===== src/rtl/sram_port_master_pkg.sv =====
// sram_port_master_pkg
//   Shared definitions for the SRAM port master slice: default bus widths,
//   the per-cycle SRAM operation encoding, the read pipeline depth and the
//   burst read FSM state codes (used only when SRAM_PORT_MASTER_BURST_EN
//   is defined).
package sram_port_master_pkg;

  localparam int DEF_ADDR_W = 10;
  localparam int DEF_DATA_W = 16;

  // Cycles from read acceptance to the RRSP_VALID strobe.
  localparam int READ_LAT = 2;

  typedef enum logic [1:0] {
    OP_IDLE = 2'd0,
    OP_WR   = 2'd1,
    OP_RD   = 2'd2
  } op_e;

  localparam logic [0:0] RD_IDLE  = 1'b0;
  localparam logic [0:0] RD_BURST = 1'b1;

endpackage


===== src/rtl/sram_port_master_if.sv =====
// sram_port_master_if
//   Bundles the request streams, the read response and the SRAM pins.
//   master modport : view of sram_port_master
//     in  WREQ_VALID/WREQ_ADDR/WREQ_DATA, RREQ_VALID/RREQ_ADDR[/RREQ_LEN], RDDATA
//     out WREQ_READY, RREQ_READY, RRSP_VALID/RRSP_DATA, CS_N/WR_N/WRADDR/RDADDR/WRDATA
//   slave modport  : view of the clients and the SRAM (directions reversed)
//   RREQ_LEN exists only when SRAM_PORT_MASTER_BURST_EN is defined.
interface sram_port_master_if
  import sram_port_master_pkg::*;
#(
  parameter int ADDR_W = DEF_ADDR_W,
  parameter int DATA_W = DEF_DATA_W
) ();

  logic              WREQ_VALID;
  logic              WREQ_READY;
  logic [ADDR_W-1:0] WREQ_ADDR;
  logic [DATA_W-1:0] WREQ_DATA;
  logic              RREQ_VALID;
  logic              RREQ_READY;
  logic [ADDR_W-1:0] RREQ_ADDR;
`ifdef SRAM_PORT_MASTER_BURST_EN
  logic [7:0]        RREQ_LEN;
`endif
  logic              RRSP_VALID;
  logic [DATA_W-1:0] RRSP_DATA;
  logic              CS_N;
  logic              WR_N;
  logic [ADDR_W-1:0] WRADDR;
  logic [ADDR_W-1:0] RDADDR;
  logic [DATA_W-1:0] WRDATA;
  logic [DATA_W-1:0] RDDATA;

  modport master (
`ifdef SRAM_PORT_MASTER_BURST_EN
    input  RREQ_LEN,
`endif
    input  WREQ_VALID, WREQ_ADDR, WREQ_DATA,
    input  RREQ_VALID, RREQ_ADDR,
    input  RDDATA,
    output WREQ_READY, RREQ_READY,
    output RRSP_VALID, RRSP_DATA,
    output CS_N, WR_N, WRADDR, RDADDR, WRDATA
  );

  modport slave (
`ifdef SRAM_PORT_MASTER_BURST_EN
    output RREQ_LEN,
`endif
    output WREQ_VALID, WREQ_ADDR, WREQ_DATA,
    output RREQ_VALID, RREQ_ADDR,
    output RDDATA,
    input  WREQ_READY, RREQ_READY,
    input  RRSP_VALID, RRSP_DATA,
    input  CS_N, WR_N, WRADDR, RDADDR, WRDATA
  );

endinterface


===== src/rtl/sram_rr_arb.sv =====
// sram_rr_arb
//   Two-requester round-robin arbiter (write side vs read side).
//   CLK, RST      : clock, synchronous active-high reset
//   req_w, req_r  : requests from the write and read sides
//   gnt_w, gnt_r  : combinational one-hot (or zero) grants
//   A single requester always wins; on contention the side that was not
//   granted most recently wins. Reset gives the write side priority.
module sram_rr_arb (
  input  logic CLK,
  input  logic RST,
  input  logic req_w,
  input  logic req_r,
  output logic gnt_w,
  output logic gnt_r
);

  // Set when the read side should win the next contended cycle.
  logic prio_rd;

  assign gnt_w = req_w && (!req_r || !prio_rd);
  assign gnt_r = req_r && (!req_w ||  prio_rd);

  // Priority moves only when something is actually granted.
  always_ff @(posedge CLK) begin
    if (RST) begin
      prio_rd <= 1'b0;
    end else if (gnt_w) begin
      prio_rd <= 1'b1;
    end else if (gnt_r) begin
      prio_rd <= 1'b0;
    end
  end

endmodule


===== src/rtl/sram_port_master.sv =====
// sram_port_master
//   Merges a pixel-write stream and a display-read stream onto a single-port
//   1K x 16 synchronous SRAM, at most one SRAM operation per cycle, and
//   returns read data with a valid strobe two cycles after acceptance.
//   CLK  : system clock, rising edge
//   RST  : synchronous active-high reset
//   bus  : sram_port_master_if.master (request streams, read response, SRAM pins)
//   Optional feature macro SRAM_PORT_MASTER_BURST_EN: adds RREQ_LEN; one read
//   request then issues RREQ_LEN+1 sequential reads with address wrap.
module sram_port_master
  import sram_port_master_pkg::*;
#(
  parameter int ADDR_W = DEF_ADDR_W,
  parameter int DATA_W = DEF_DATA_W
) (
  input  logic                 CLK,
  input  logic                 RST,
  sram_port_master_if.master   bus
);

  logic              req_r;
  logic              gnt_w;
  logic              gnt_r;
  logic [ADDR_W-1:0] rd_addr;
  op_e               op;
  logic [READ_LAT-1:0] rd_pend;

  sram_rr_arb u_arb (
    .CLK   (CLK),
    .RST   (RST),
    .req_w (bus.WREQ_VALID),
    .req_r (req_r),
    .gnt_w (gnt_w),
    .gnt_r (gnt_r)
  );

  assign bus.WREQ_READY = gnt_w;

`ifdef SRAM_PORT_MASTER_BURST_EN
  logic [0:0]        rd_state;
  logic [ADDR_W-1:0] burst_addr;
  logic [7:0]        beats_left;

  // During a burst the read side keeps requesting on its own and the
  // request port is closed; otherwise the client request passes through.
  always_comb begin
    req_r          = bus.RREQ_VALID;
    rd_addr        = bus.RREQ_ADDR;
    bus.RREQ_READY = gnt_r;
    if (rd_state == RD_BURST) begin
      req_r          = 1'b1;
      rd_addr        = burst_addr;
      bus.RREQ_READY = 1'b0;
    end
  end

  // The accepting grant issues beat 0; beats_left counts the beats still owed.
  always_ff @(posedge CLK) begin
    if (RST) begin
      rd_state   <= RD_IDLE;
      burst_addr <= '0;
      beats_left <= '0;
    end else begin
      case (rd_state)
        RD_IDLE: begin
          if (gnt_r && (bus.RREQ_LEN != 8'd0)) begin
            rd_state   <= RD_BURST;
            burst_addr <= bus.RREQ_ADDR + ADDR_W'(1);
            beats_left <= bus.RREQ_LEN;
          end
        end
        default: begin
          if (gnt_r) begin
            burst_addr <= burst_addr + ADDR_W'(1);
            beats_left <= beats_left - 8'd1;
            if (beats_left == 8'd1) begin
              rd_state <= RD_IDLE;
            end
          end
        end
      endcase
    end
  end
`else
  assign req_r          = bus.RREQ_VALID;
  assign rd_addr        = bus.RREQ_ADDR;
  assign bus.RREQ_READY = gnt_r;
`endif

  always_comb begin
    op = OP_IDLE;
    if (gnt_w) begin
      op = OP_WR;
    end else if (gnt_r) begin
      op = OP_RD;
    end
  end

  // SRAM pins are registered; addresses and write data hold when idle.
  always_ff @(posedge CLK) begin
    if (RST) begin
      bus.CS_N   <= 1'b1;
      bus.WR_N   <= 1'b1;
      bus.WRADDR <= '0;
      bus.RDADDR <= '0;
      bus.WRDATA <= '0;
    end else begin
      case (op)
        OP_WR: begin
          bus.CS_N   <= 1'b0;
          bus.WR_N   <= 1'b0;
          bus.WRADDR <= bus.WREQ_ADDR;
          bus.WRDATA <= bus.WREQ_DATA;
        end
        OP_RD: begin
          bus.CS_N   <= 1'b0;
          bus.WR_N   <= 1'b1;
          bus.RDADDR <= rd_addr;
        end
        default: begin
          bus.CS_N <= 1'b1;
          bus.WR_N <= 1'b1;
        end
      endcase
    end
  end

  // Stage 0 marks the cycle the read is on the pins, stage 1 the cycle the
  // SRAM's registered data is on RDDATA. Reset drops anything in flight.
  always_ff @(posedge CLK) begin
    if (RST) begin
      rd_pend <= '0;
    end else begin
      rd_pend <= {rd_pend[READ_LAT-2:0], (op == OP_RD)};
    end
  end

  assign bus.RRSP_VALID = rd_pend[READ_LAT-1];
  assign bus.RRSP_DATA  = rd_pend[READ_LAT-1] ? bus.RDDATA : '0;

endmodule


===== src/flat_wrapper.sv =====
// flat-port wrapper written by rule: the top's interface ports become plain ports
module sram_port_master_flat import sram_port_master_pkg::*;
#(
  parameter int ADDR_W = DEF_ADDR_W,
  parameter int DATA_W = DEF_DATA_W
)
  (CLK, RST, bus_WREQ_VALID, bus_WREQ_ADDR, bus_WREQ_DATA, bus_RREQ_VALID, bus_RREQ_ADDR, bus_RDDATA, bus_WREQ_READY, bus_RREQ_READY, bus_RRSP_VALID, bus_RRSP_DATA, bus_CS_N, bus_WR_N, bus_WRADDR, bus_RDADDR, bus_WRDATA);
  sram_port_master_if #(.ADDR_W(ADDR_W), .DATA_W(DATA_W)) bus_i ();
  input  logic CLK;
  input  logic RST;
  input wire logic [$bits(bus_i.WREQ_VALID)-1:0] bus_WREQ_VALID;
  input wire logic [$bits(bus_i.WREQ_ADDR)-1:0] bus_WREQ_ADDR;
  input wire logic [$bits(bus_i.WREQ_DATA)-1:0] bus_WREQ_DATA;
  input wire logic [$bits(bus_i.RREQ_VALID)-1:0] bus_RREQ_VALID;
  input wire logic [$bits(bus_i.RREQ_ADDR)-1:0] bus_RREQ_ADDR;
  input wire logic [$bits(bus_i.RDDATA)-1:0] bus_RDDATA;
  output wire logic [$bits(bus_i.WREQ_READY)-1:0] bus_WREQ_READY;
  output wire logic [$bits(bus_i.RREQ_READY)-1:0] bus_RREQ_READY;
  output wire logic [$bits(bus_i.RRSP_VALID)-1:0] bus_RRSP_VALID;
  output wire logic [$bits(bus_i.RRSP_DATA)-1:0] bus_RRSP_DATA;
  output wire logic [$bits(bus_i.CS_N)-1:0] bus_CS_N;
  output wire logic [$bits(bus_i.WR_N)-1:0] bus_WR_N;
  output wire logic [$bits(bus_i.WRADDR)-1:0] bus_WRADDR;
  output wire logic [$bits(bus_i.RDADDR)-1:0] bus_RDADDR;
  output wire logic [$bits(bus_i.WRDATA)-1:0] bus_WRDATA;
  assign bus_i.WREQ_VALID = bus_WREQ_VALID;
  assign bus_i.WREQ_ADDR = bus_WREQ_ADDR;
  assign bus_i.WREQ_DATA = bus_WREQ_DATA;
  assign bus_i.RREQ_VALID = bus_RREQ_VALID;
  assign bus_i.RREQ_ADDR = bus_RREQ_ADDR;
  assign bus_i.RDDATA = bus_RDDATA;
  assign bus_WREQ_READY = bus_i.WREQ_READY;
  assign bus_RREQ_READY = bus_i.RREQ_READY;
  assign bus_RRSP_VALID = bus_i.RRSP_VALID;
  assign bus_RRSP_DATA = bus_i.RRSP_DATA;
  assign bus_CS_N = bus_i.CS_N;
  assign bus_WR_N = bus_i.WR_N;
  assign bus_WRADDR = bus_i.WRADDR;
  assign bus_RDADDR = bus_i.RDADDR;
  assign bus_WRDATA = bus_i.WRDATA;
  sram_port_master #(.ADDR_W(ADDR_W), .DATA_W(DATA_W)) u_core (.CLK(CLK), .RST(RST), .bus(bus_i));
endmodule

===== config.mk =====
export PLATFORM = sky130hd
export DESIGN_NAME = sram_port_master_flat
export DESIGN_NICKNAME = d
export VERILOG_FILES = /design/src/rtl/sram_port_master_pkg.sv /design/src/rtl/sram_port_master_if.sv /design/src/rtl/sram_rr_arb.sv /design/src/rtl/sram_port_master.sv /design/src/flat_wrapper.sv
export SDC_FILE = /design/constraint.sdc
export NUM_CORES = 1
export LEC_CHECK = 0
export BUFFER_PORTS_ARGS = -buffer_cell sky130_fd_sc_hd__buf_2
export CAP_MARGIN = 20
export CORE_UTILIZATION = 36
export CTS_BUF_LIST = sky130_fd_sc_hd__clkbuf_16
export DETAILED_ROUTE_END_ITERATION = 10
export PLACE_DENSITY = 0.75
export SLEW_MARGIN = 20
export SYNTH_ARGS = -nofsm -noshare
export SYNTH_HDL_FRONTEND = slang
export SYNTH_SLANG_ARGS = --single-unit

===== constraint.sdc =====
create_clock -name CLK -period 1.12 [get_ports CLK]
set_clock_uncertainty 0.15 [all_clocks]
set_input_delay 0.112 -clock CLK [delete_from_list [all_inputs] [get_ports CLK]]
set_output_delay 0.112 -clock CLK [all_outputs]
set_load 0.005 [all_outputs]

==> flow_summary.yaml, run 1 <==
timing:
  final-max-slew-violation-count: 0
  timing.max_slew.rel_slack: 0.796
  setup_slack_ns: -0.132
  setup_total_negative_slack_ns: -3.99
  grt_setup_unrepaired: "true"
  max_freq_mhz: 799
  final_period_minus_worst_setup_slack_ns: 1.25
  setup_viol_count_final: 46
  timing_hold_violations_final: 0
  period_share: 1.12
  pin_slew_with_the_least_headroom_to_its_limit_ns: 0.305
  smallest_hold_slack_ns: 0.0154
yosys:
  postSynthCellCount: 189
  ys_warn_count: 0
  syn_area_um2: 1590
  synth_fp_nets: 245
  synth_area_per_cell_um2: 8.43
  synth.lib_cells_used.distinct: 15
  sequential_to_total_area_share_from_yosys_stat: 0.515
  synth-seq-cells: 41
finish:
  most-common-layout-cells: "sky130_fd_sc_hd__buf_2 (110), sky130_fd_sc_hd__nand2_1 (45), sky130_fd_sc_hd__dfxtp_1 (39)"
  areaGrowthSynthToFinish_pct: 80.7
  finalNonFillerCells: 394
  insertedDiodeCount: 0
  final_design_area_no_fill_um2: 2880
  layout.cells.most_common: "sky130_fd_sc_hd__buf_2"
  num-nets-final: 399
  final_layout_size_suffix_gt1_frac: 0.442
critical_path:
  timing.critical_path.from_type: "flop"
  worst-setup-path-type: "reg -> reg"
  cp_data_required_time_ns: 1.13
  critical_path_peak_fanout: 13
  cp-end-kind: "flop"
  cp_data_arrival_time_ns: 1.27
floorplanning:
  dieHeight_um: 68.5
  initial_core_utilization: 0.387
  row_count: 23
  top_level_ports: 113
  placeableCoreArea_um2: 4120
  fp.dieArea_um2: 4700
  floorplan.die.width_um: 68.5
pwr:
  vdd_drop_max_v: 0.00105
  design_power_total_mw: 3.56
  leakage_dissipation_nw: 1.41
  cellPowerDensity_nw_per_um2: 1240
clock_tree:
  cts_buffers: 5
  cts.root.buffer_cell: "sky130_fd_sc_hd__clkbuf_16"
  number_of_levels_the_h_tree_was_split_into: 2
  clock_latency_ns: 0.27
  cts_tree: "yes"
  clkTransAtPathRegs_ns: 0.06
  total_clock_sinks: 41
  clk_path_buf_depth: 2
place:
  placement.io_buffers: 112
  hpwlAfterDp_um: 2860
  placement.cell_area_um2: 2200
  gp_congestion: 0.710
  post-place-cells: 343
route:
  drt-vias-per-instance: 4.71
  detail-route-antenna-nets: 0
  drcViolationCount: 0
  firstDrtPassIters: 4
  drtIter0Drc: 128
  routed_wl_um: 5010
  vias: 1854
  post_drt_wl_per_cell_um: 12.7
global_route:
  grt_pass1_wl_um: 7320
  antenna_violations_before_repair: 0
  grt_max_degree: 25
  first_global_vias: 1623
  grt.overflow.total: 0
  globalRouteTotalUtil: 0.211
run:
  drv.max_cap_violation_count: 0
outcome:
  violated_checks: "negative setup slack"
  run_status: "complete, but fails checks"
hold_path:
  worst_hold_path_type: "in -> reg"
## synthesized netlist by cell type, drive strengths merged
library cell / count / area, um2
and2: 17 / 106
dfxtp: 41 / 821
clkbuf: 8 / 30.0
a21bo: 1 / 10.0
a21oi: 27 / 135
nand2b: 13 / 81.3
nor2b: 2 / 12.5
nand2: 52 / 195
nand4b: 10 / 87.6
inv: 1 / 8.76
o21bai: 1 / 7.51
o21ai: 10 / 50.0
buf: 6 / 48.8
## final timing paths
kind                                                            to                         startpoint  cells after the start  slack, ns
worst max register to register  u_core.bus.WRDATA[11]$_SDFFE_PP0N_  u_core.u_arb.prio_rd$_SDFFE_PP0P_                      5      -0.13
worst min register to register        u_core.rd_pend[1]$_SDFF_PP0_       u_core.rd_pend[0]$_SDFF_PP0_                      1       0.29
worst max-delay path            u_core.bus.WRDATA[11]$_SDFFE_PP0N_  u_core.u_arb.prio_rd$_SDFFE_PP0P_                      5      -0.13
worst min-delay path             u_core.u_arb.prio_rd$_SDFFE_PP0P_                     bus_RREQ_VALID                      3       0.02
## flip-flops by register name, indices dropped and copies added (netlist names)
register / count
u_core.bus.WRADDR: 10
u_core.bus.WR_N: 1
u_core.bus.RDADDR: 10
u_core.rd_pend: 2
u_core.bus.WRDATA: 16
u_core.u_arb.prio_rd: 1
u_core.bus.CS_N: 1
## worst max-delay path, stage by stage (launching register included)
cell	delay [ns]
sky130_fd_sc_hd__dfxtp_2	0.33
sky130_fd_sc_hd__a21bo_4	0.24
sky130_fd_sc_hd__buf_8	0.15
sky130_fd_sc_hd__buf_12	0.15
sky130_fd_sc_hd__nand2_1	0.08
sky130_fd_sc_hd__a21oi_2	0.05
## metrics by stage
step	util	setup WS [ns]
6_report	0.700	-0.132
5_1_grt	0.700	-0.168
4_1_cts	0.686	-0.135
3_5_place_dp	0.534	-0.160
3_3_place_gp	0.534	-0.126
2_1_floorplan	-	-0.0429
## report_power, final
group          switching (mW)  internal [mW]
registers              0.0461           1.55
clock network           0.516          0.815
logic                   0.272          0.364
## layer usage
layer,part of all wire,track usage
met1,0.37,0.228
met2,0.55,0.388
met3,0.062,0.0543
met4,0.016,0.0807
met5,0,0
## area by class of cell
| cell class | instances | area, um2 |
|---|---|---|
| Inverter | 1 | 11.3 |
| Fill cell | 331 | 1230 |
| Tap cell | 50 | 62.6 |
| Timing Repair Buffer | 160 | 1080 |
| Sequential cell | 41 | 826 |
| Clock buffer | 5 | 125 |
| Timing Repair inverter | 1 | 11.3 |
| Multi-Input combinational cell | 133 | 749 |
| Clock inverter | 3 | 17.5 |
## timing repair
| item | CTS | global route |
|---|---|---|
| gates resized for setup | 15 | 18 |
| setup endpoints to repair | 56 | 56 |
| setup buffers | 4 | 0 |
| cloned | 2 | 0 |
| endpoints found under the hold margin | 37 | 0 |
| hold buffers | 37 | 0 |
| pin swaps | 2 | 5 |
## cell families after synthesis
group | after synthesis | share of synthesized area
buffers and inverters | 15 | 0.0549
AO/OA/AOI/OAI | 39 | 0.127
AND/OR/NAND/NOR | 94 | 0.303
flip-flops | 41 | 0.515
Note: power is estimated with default switching activity, not from simulation.
==> run 2, diff against run 1 <==
Settings changed: BUFFER_PORTS_ARGS -buffer_cell sky130_fd_sc_hd__buf_2 to -buffer_cell sky130_fd_sc_hd__clkbuf_2.
==> run 2 against run 1 <==
The flow still finishes with violations (negative setup slack). Maximum frequency decreased by 0.37%. Sequential share of layout area decreased by 0.74 points. First-iteration DRC count decreased by 37%. Combinational power increased by 2%. Final area increased by 2.7%. Critical path type is now reg -> out. Critical endpoint is now bus_WREQ_READY.
==> flow_summary.yaml, run 2 (synthesis gave the netlist of run 1 again) <==
outcome:
  run_status: "complete, but fails checks"
  violated_checks: "negative setup slack"
finish:
  finalNonFillerCells: 396
  utilization: 0.718
  layout.cells.most_common: "sky130_fd_sc_hd__clkbuf_2"
  flip_flop_count_of_the_largest_register_after_layout: 16
  filler_cells_inserted: 300
  insertedDiodeCount: 0
  most-common-layout-cells: "sky130_fd_sc_hd__clkbuf_2 (111), sky130_fd_sc_hd__dfxtp_1 (39), sky130_fd_sc_hd__nand2_1 (38), sky130_fd_sc_hd__dlygate4sd3_1 (38), sky130_fd_sc_hd__a21oi_1 (21)"
  num-nets-final: 401
  final_layout_size_suffix_gt1_frac: 0.465
  largest-register: "u_core.bus.WRDATA"
  areaGrowthSynthToFinish_pct: 85.5
  reg.largest.list: "u_core.bus.WRDATA x16, u_core.bus.RDADDR x10, u_core.bus.WRADDR x10"
hold_path:
  worst_hold_path_type: "in -> reg"
  whs_endpoint: "u_core.u_arb.prio_rd$_SDFFE_PP0P_"
  holdPathStages: 3
  hold_path.startpoint: "bus_RREQ_VALID"
floorplanning:
  row_count: 23
  top_level_ports: 113
  fp.dieArea_um2: 4700
  dieHeight_um: 68.5
  placeableCoreArea_um2: 4120
  initial_core_utilization: 0.387
  floorplan.die.width_um: 68.5
clock_tree:
  clk_path_buf_depth: 2
  total_clock_sinks: 41
  clkTransAtPathRegs_ns: 0.05
  cts_buffers: 5
  clock_latency_ns: 0.27
  number_of_levels_the_h_tree_was_split_into: 2
  cts_tree: "yes"
  cts.root.buffer_cell: "sky130_fd_sc_hd__clkbuf_16"
critical_path:
  cp_data_arrival_time_ns: 0.99
  cp_data_required_time_ns: 0.86
  crit_family: "flip-flops"
  crit_path_max_incr_delay_ns: 0.33
  worst_r2r_startpoint: "u_core.u_arb.prio_rd$_SDFFE_PP0P_"
  worst-setup-path-type: "reg -> out"
  worst_reg2reg_path_length_in_cells: 5
  regToRegSetupSlack_ns: -0.13
  r2r-end: "u_core.bus.WRDATA[6]$_SDFFE_PP0N_"
  critical_path_peak_fanout: 3
  crit_chain: "a21bo_4 > inv_8 > buf_6"
  worstPathBufferInverterCount: 2
  critPathSlowestCell: "sky130_fd_sc_hd__dfxtp_2"
  cp-end-kind: "primary output"
  timing.critical_path.from_type: "flop"
pwr:
  power_switching_mw: 0.869
  cellPowerDensity_nw_per_um2: 1300
  leakage_dissipation_nw: 1.40
  intPower_mw: 2.96
  swShare: 0.227
  combPwrFrac: 0.170
  clock_power_share: 0.413
  power_frac_seq: 0.417
  vdd_drop_max_v: 0.000882
timing:
  setup_slack_ns: -0.137
  pin_slew_with_the_least_headroom_to_its_limit_ns: 0.349
  final-max-slew-violation-count: 0
  period_share: 1.12
  timing_hold_violations_final: 0
  smallest_hold_slack_ns: 0.0242
  max_freq_mhz: 796
  setup_viol_count_final: 54
  final_period_minus_worst_setup_slack_ns: 1.26
  grt_setup_unrepaired: "true"
  timing.max_slew.rel_slack: 0.767
route:
  top_signal_layer_used: "met4"
  detail-route-antenna-nets: 0
  routed_wl_um: 5000
  met1_layer_wirelength_in_the_final_routing_um: 1910
  drtIter0Drc: 81
  post_drt_wl_per_cell_um: 12.6
  drcViolationCount: 0
  drt-vias-per-instance: 4.58
  route.met2.wl_um: 2680
  firstDrtPassIters: 4
  vias: 1812
  met3RoutedLength_um: 310
global_route:
  antenna_violations_before_repair: 0
  grt.overflow.total: 0
  first_global_vias: 1620
  grt_pass1_wl_um: 7070
  globalRouteTotalUtil: 0.204
  grt_max_degree: 24
run:
  drv.max_cap_violation_count: 0
place:
  preCtsSetupSlack_ns: -0.157
  post-place-cells: 344
  hpwlAfterDp_um: 2920
  gp_congestion: 0.711
  placement.io_buffers: 112
[run 2: metal layers]
metal  global-route usage  up-vias
met5                    0        -
met4               0.0781        0
met3               0.0461        9
met2                0.385       76
met1                0.217      793
li1                     -      934
[run 2: cell type report]
| class | instances | area, um2 | area share |
|---|---|---|---|
| clock buffer | 5 | 125 | 0.0423 |
| clock inverter | 3 | 41.3 | 0.0140 |
| inverter | 1 | 11.3 | 0.00381 |
| multi-input combinational | 133 | 771 | 0.261 |
| sequential | 41 | 826 | 0.279 |
| tap | 50 | 62.6 | 0.0212 |
| timing repair buffer | 162 | 1100 | 0.373 |
| timing repair inverter | 1 | 16.3 | 0.00550 |
[run 2: what timing repair did]
action                     in CTS  in global routing
gates cloned                    1                  2
setup endpoints to repair      56                 57
hold buffers                   37                  1
resized for setup              10                 30
hold endpoints to repair       37                  1
pin swaps                       2                  2
setup buffers                   4                  0
[run 2: tightest hold or removal path, stage by stage]
cell and delay, ns:
sky130_fd_sc_hd__clkbuf_2 0.13, sky130_fd_sc_hd__nand2b_1 0.11, sky130_fd_sc_hd__a21oi_1 0.06
[run 2: power groups by stage]
stage	clock network [mW]	registers (mW)	logic [mW]
finish	1.58	1.60	0.650
global placement	0	1.62	0.448
detailed placement	0	1.62	0.454
CTS	1.62	1.59	0.582
global route	1.67	1.61	0.720
floorplan	0	1.63	0.206
[run 2: how the worst max path moves through the flow]
stage	from	to	slack (ns)	cells past startpoint
5_1_grt	u_core.u_arb.prio_rd$_SDFFE_PP0P_	bus_RREQ_READY	-0.17	3
6_report	u_core.u_arb.prio_rd$_SDFFE_PP0P_	bus_WREQ_READY	-0.14	3
3_5_place_dp	u_core.u_arb.prio_rd$_SDFFE_PP0P_	bus_RREQ_READY	-0.16	3
4_1_cts	u_core.u_arb.prio_rd$_SDFFE_PP0P_	bus_WREQ_READY	-0.15	3
2_1_floorplan	u_core.u_arb.prio_rd$_SDFFE_PP0P_	u_core.bus.WRADDR[0]$_SDFFE_PP0N_	-0.04	6
3_3_place_gp	u_core.u_arb.prio_rd$_SDFFE_PP0P_	bus_RREQ_READY	-0.14	3
[run 2: through the flow]
| stage | total power [mW] | instance area (um2) | TNS (ns) |
|---|---|---|---|
| 2_1_floorplan | 1.83 | 1600 | -0.839 |
| 3_3_place_gp | 2.06 | 2230 | -1.64 |
| 3_5_place_dp | 2.07 | 2230 | -2.83 |
| 4_1_cts | 3.79 | 2810 | -5.18 |
| 5_1_grt | 4.00 | 2960 | -7.05 |
| 6_report | 3.83 | 2960 | -4.12 |
==> run 3, diff against run 2 <==
Settings changed: MAX_ROUTING_LAYER set to met4, PLACE_DENSITY 0.75 to 0.84, SKIP_CTS_REPAIR_TIMING set to 1.
==> run 3 against run 2 <==
The run ends with negative hold slack, negative setup slack left. Final area rose by 2.9%. Count of clock-buffer cells in the layout unchanged. Cell count decreased by 0.25%. Maximum frequency is 6.5% lower. Hold slack got worse by 0.053 ns. Critical endpoint is now u_core.bus.WRDATA[11]$_SDFFE_PP0N_.
==> flow_summary.yaml, run 3 (synthesis gave the netlist of run 1 again) <==
critical_path:
  cp-end-kind: "flop"
  worst-setup-path-type: "reg -> reg"
  cp_data_required_time_ns: 1.16
  crit_chain: "a21bo_4 > buf_6 > clkbuf_16 > nand2_1 > a21oi_1"
  critical_path_peak_fanout: 12
  critical_path.startpoint: "u_core.u_arb.prio_rd$_SDFFE_PP0P_"
  timing.critical_path.from_type: "flop"
  crit_path_max_incr_delay_ns: 0.35
  cp_data_arrival_time_ns: 1.38
  worst_r2r_startpoint: "u_core.u_arb.prio_rd$_SDFFE_PP0P_"
  critPathSlowestCell: "sky130_fd_sc_hd__dfxtp_2"
finish:
  insertedDiodeCount: 0
  final_layout_size_suffix_gt1_frac: 0.484
  largest-register: "u_core.bus.WRDATA"
  most-common-layout-cells: "sky130_fd_sc_hd__clkbuf_2 (110), sky130_fd_sc_hd__nand2_1 (39), sky130_fd_sc_hd__dfxtp_1 (39)"
  num-nets-final: 400
  layout.cells.most_common: "sky130_fd_sc_hd__clkbuf_2"
  flip_flop_count_of_the_largest_register_after_layout: 16
  areaGrowthSynthToFinish_pct: 90.9
  reg.largest.list: "u_core.bus.WRDATA x16, u_core.bus.RDADDR x10, u_core.bus.WRADDR x10"
  final_design_area_no_fill_um2: 3040
  utilization: 0.739
route:
  firstDrtPassIters: 5
  drcViolationCount: 0
  drtIter0Drc: 62
  drt-vias-per-instance: 4.73
  detail-route-antenna-nets: 0
  vias: 1869
  post_drt_wl_per_cell_um: 14.2
  routed_wl_um: 5610
floorplanning:
  initial_core_utilization: 0.387
  placeableCoreArea_um2: 4120
  dieHeight_um: 68.5
  fp.dieArea_um2: 4700
  top_level_ports: 113
  row_count: 23
  floorplan.die.width_um: 68.5
pwr:
  swShare: 0.230
  power_frac_seq: 0.416
  clock_power_share: 0.402
  design_power_total_mw: 3.86
  leakage_dissipation_nw: 1.49
  intPower_mw: 2.97
  power_switching_mw: 0.890
  combPwrFrac: 0.181
  cellPowerDensity_nw_per_um2: 1270
  vdd_drop_max_v: 0.00112
clock_tree:
  clock_latency_ns: 0.27
  cts_buffers: 5
  clk_path_buf_depth: 2
  total_clock_sinks: 41
  cts_tree: "yes"
  cts.root.buffer_cell: "sky130_fd_sc_hd__clkbuf_16"
  clkTransAtPathRegs_ns: 0.06
  number_of_levels_the_h_tree_was_split_into: 2
global_route:
  grt.overflow.total: 0
  antenna_violations_before_repair: 0
  globalRouteTotalUtil: 0.168
  first_global_vias: 1316
  grt_max_degree: 29
  grt_pass1_wl_um: 5640
hold_path:
  worst_hold_path_type: "in -> reg"
  hold_path.startpoint: "bus_RREQ_ADDR[1]"
place:
  placement.io_buffers: 112
  gp_congestion: 0.696
  hpwlAfterDp_um: 2920
  preCtsSetupSlack_ns: -0.149
  placement.cell_area_um2: 2220
timing:
  pin_slew_with_the_least_headroom_to_its_limit_ns: 0.432
  grt_setup_unrepaired: "true"
  period_share: 1.20
  timing_hold_violations_final: 2
  setup_slack_ns: -0.224
  timing.max_slew.rel_slack: 0.712
  max_freq_mhz: 744
  final_period_minus_worst_setup_slack_ns: 1.34
  setup_total_negative_slack_ns: -4.87
  final-max-slew-violation-count: 0
  smallest_hold_slack_ns: -0.0287
  setup_viol_count_final: 53
run:
  drv.max_cap_violation_count: 0
outcome:
  run_status: "complete, but fails checks"
  violated_checks: "negative hold slack, negative setup slack"
[run 3: changes by cell type in the layout (fill, tap and decap cells not counted), sizes merged]
cell	change
buf	+2
clkinvlp	-1
dlygate4sd3	-3
clkinv	+1
[run 3: area by class of cell]
class / count / area [um2]
clock buffers: 5 / 125
flip-flops and latches: 41 / 826
multi-input cells: 133 / 851
repair inverters: 1 / 16.3
fillers: 300 / 1070
well taps: 50 / 62.6
clock inverters: 3 / 37.5
repair buffers: 161 / 1110
inverters: 1 / 16.3
[run 3: metrics by stage]
step	hold WS, ns	instances
3_3_place_gp	0.170	342
2_1_floorplan	0.0525	189
4_1_cts	-0.115	350
3_5_place_dp	0.176	342
5_1_grt	-0.00293	395
6_report	-0.0287	395
[run 3: worst paths after layout]
check                                  endpoint  slack [ns]  depth (start not counted)
min           u_core.bus.RDADDR[1]$_SDFFE_PP0N_       -0.03                          3
max reg2reg  u_core.bus.WRDATA[11]$_SDFFE_PP0N_       -0.22                          5
min reg2reg        u_core.rd_pend[1]$_SDFF_PP0_        0.28                          1
max          u_core.bus.WRDATA[11]$_SDFFE_PP0N_       -0.22                          5
[run 3: power by group through the flow]
stage | clock [mW] | sequential, mW | combinational [mW]
finish | 1.55 | 1.61 | 0.700
global route | 1.64 | 1.62 | 0.760
CTS | 1.59 | 1.59 | 0.449
detailed placement | 0 | 1.62 | 0.447
global placement | 0 | 1.62 | 0.436
floorplan | 0 | 1.63 | 0.206
[run 3: worst max-delay path: cells and delay by family, from the launching register on]
family                 cells  cell delay, ns
buffers and inverters      2            0.31
AND/OR/NAND/NOR            1            0.07
flip-flops                 1            0.35
AO/OA/AOI/OAI              2            0.37
[run 3: routing by layer]
layer | global-route usage | wire [um]
met5 | - | 0
met4 | 0.0391 | 57
met3 | 0.0526 | 347
met2 | 0.309 | 3140
met1 | 0.174 | 2060
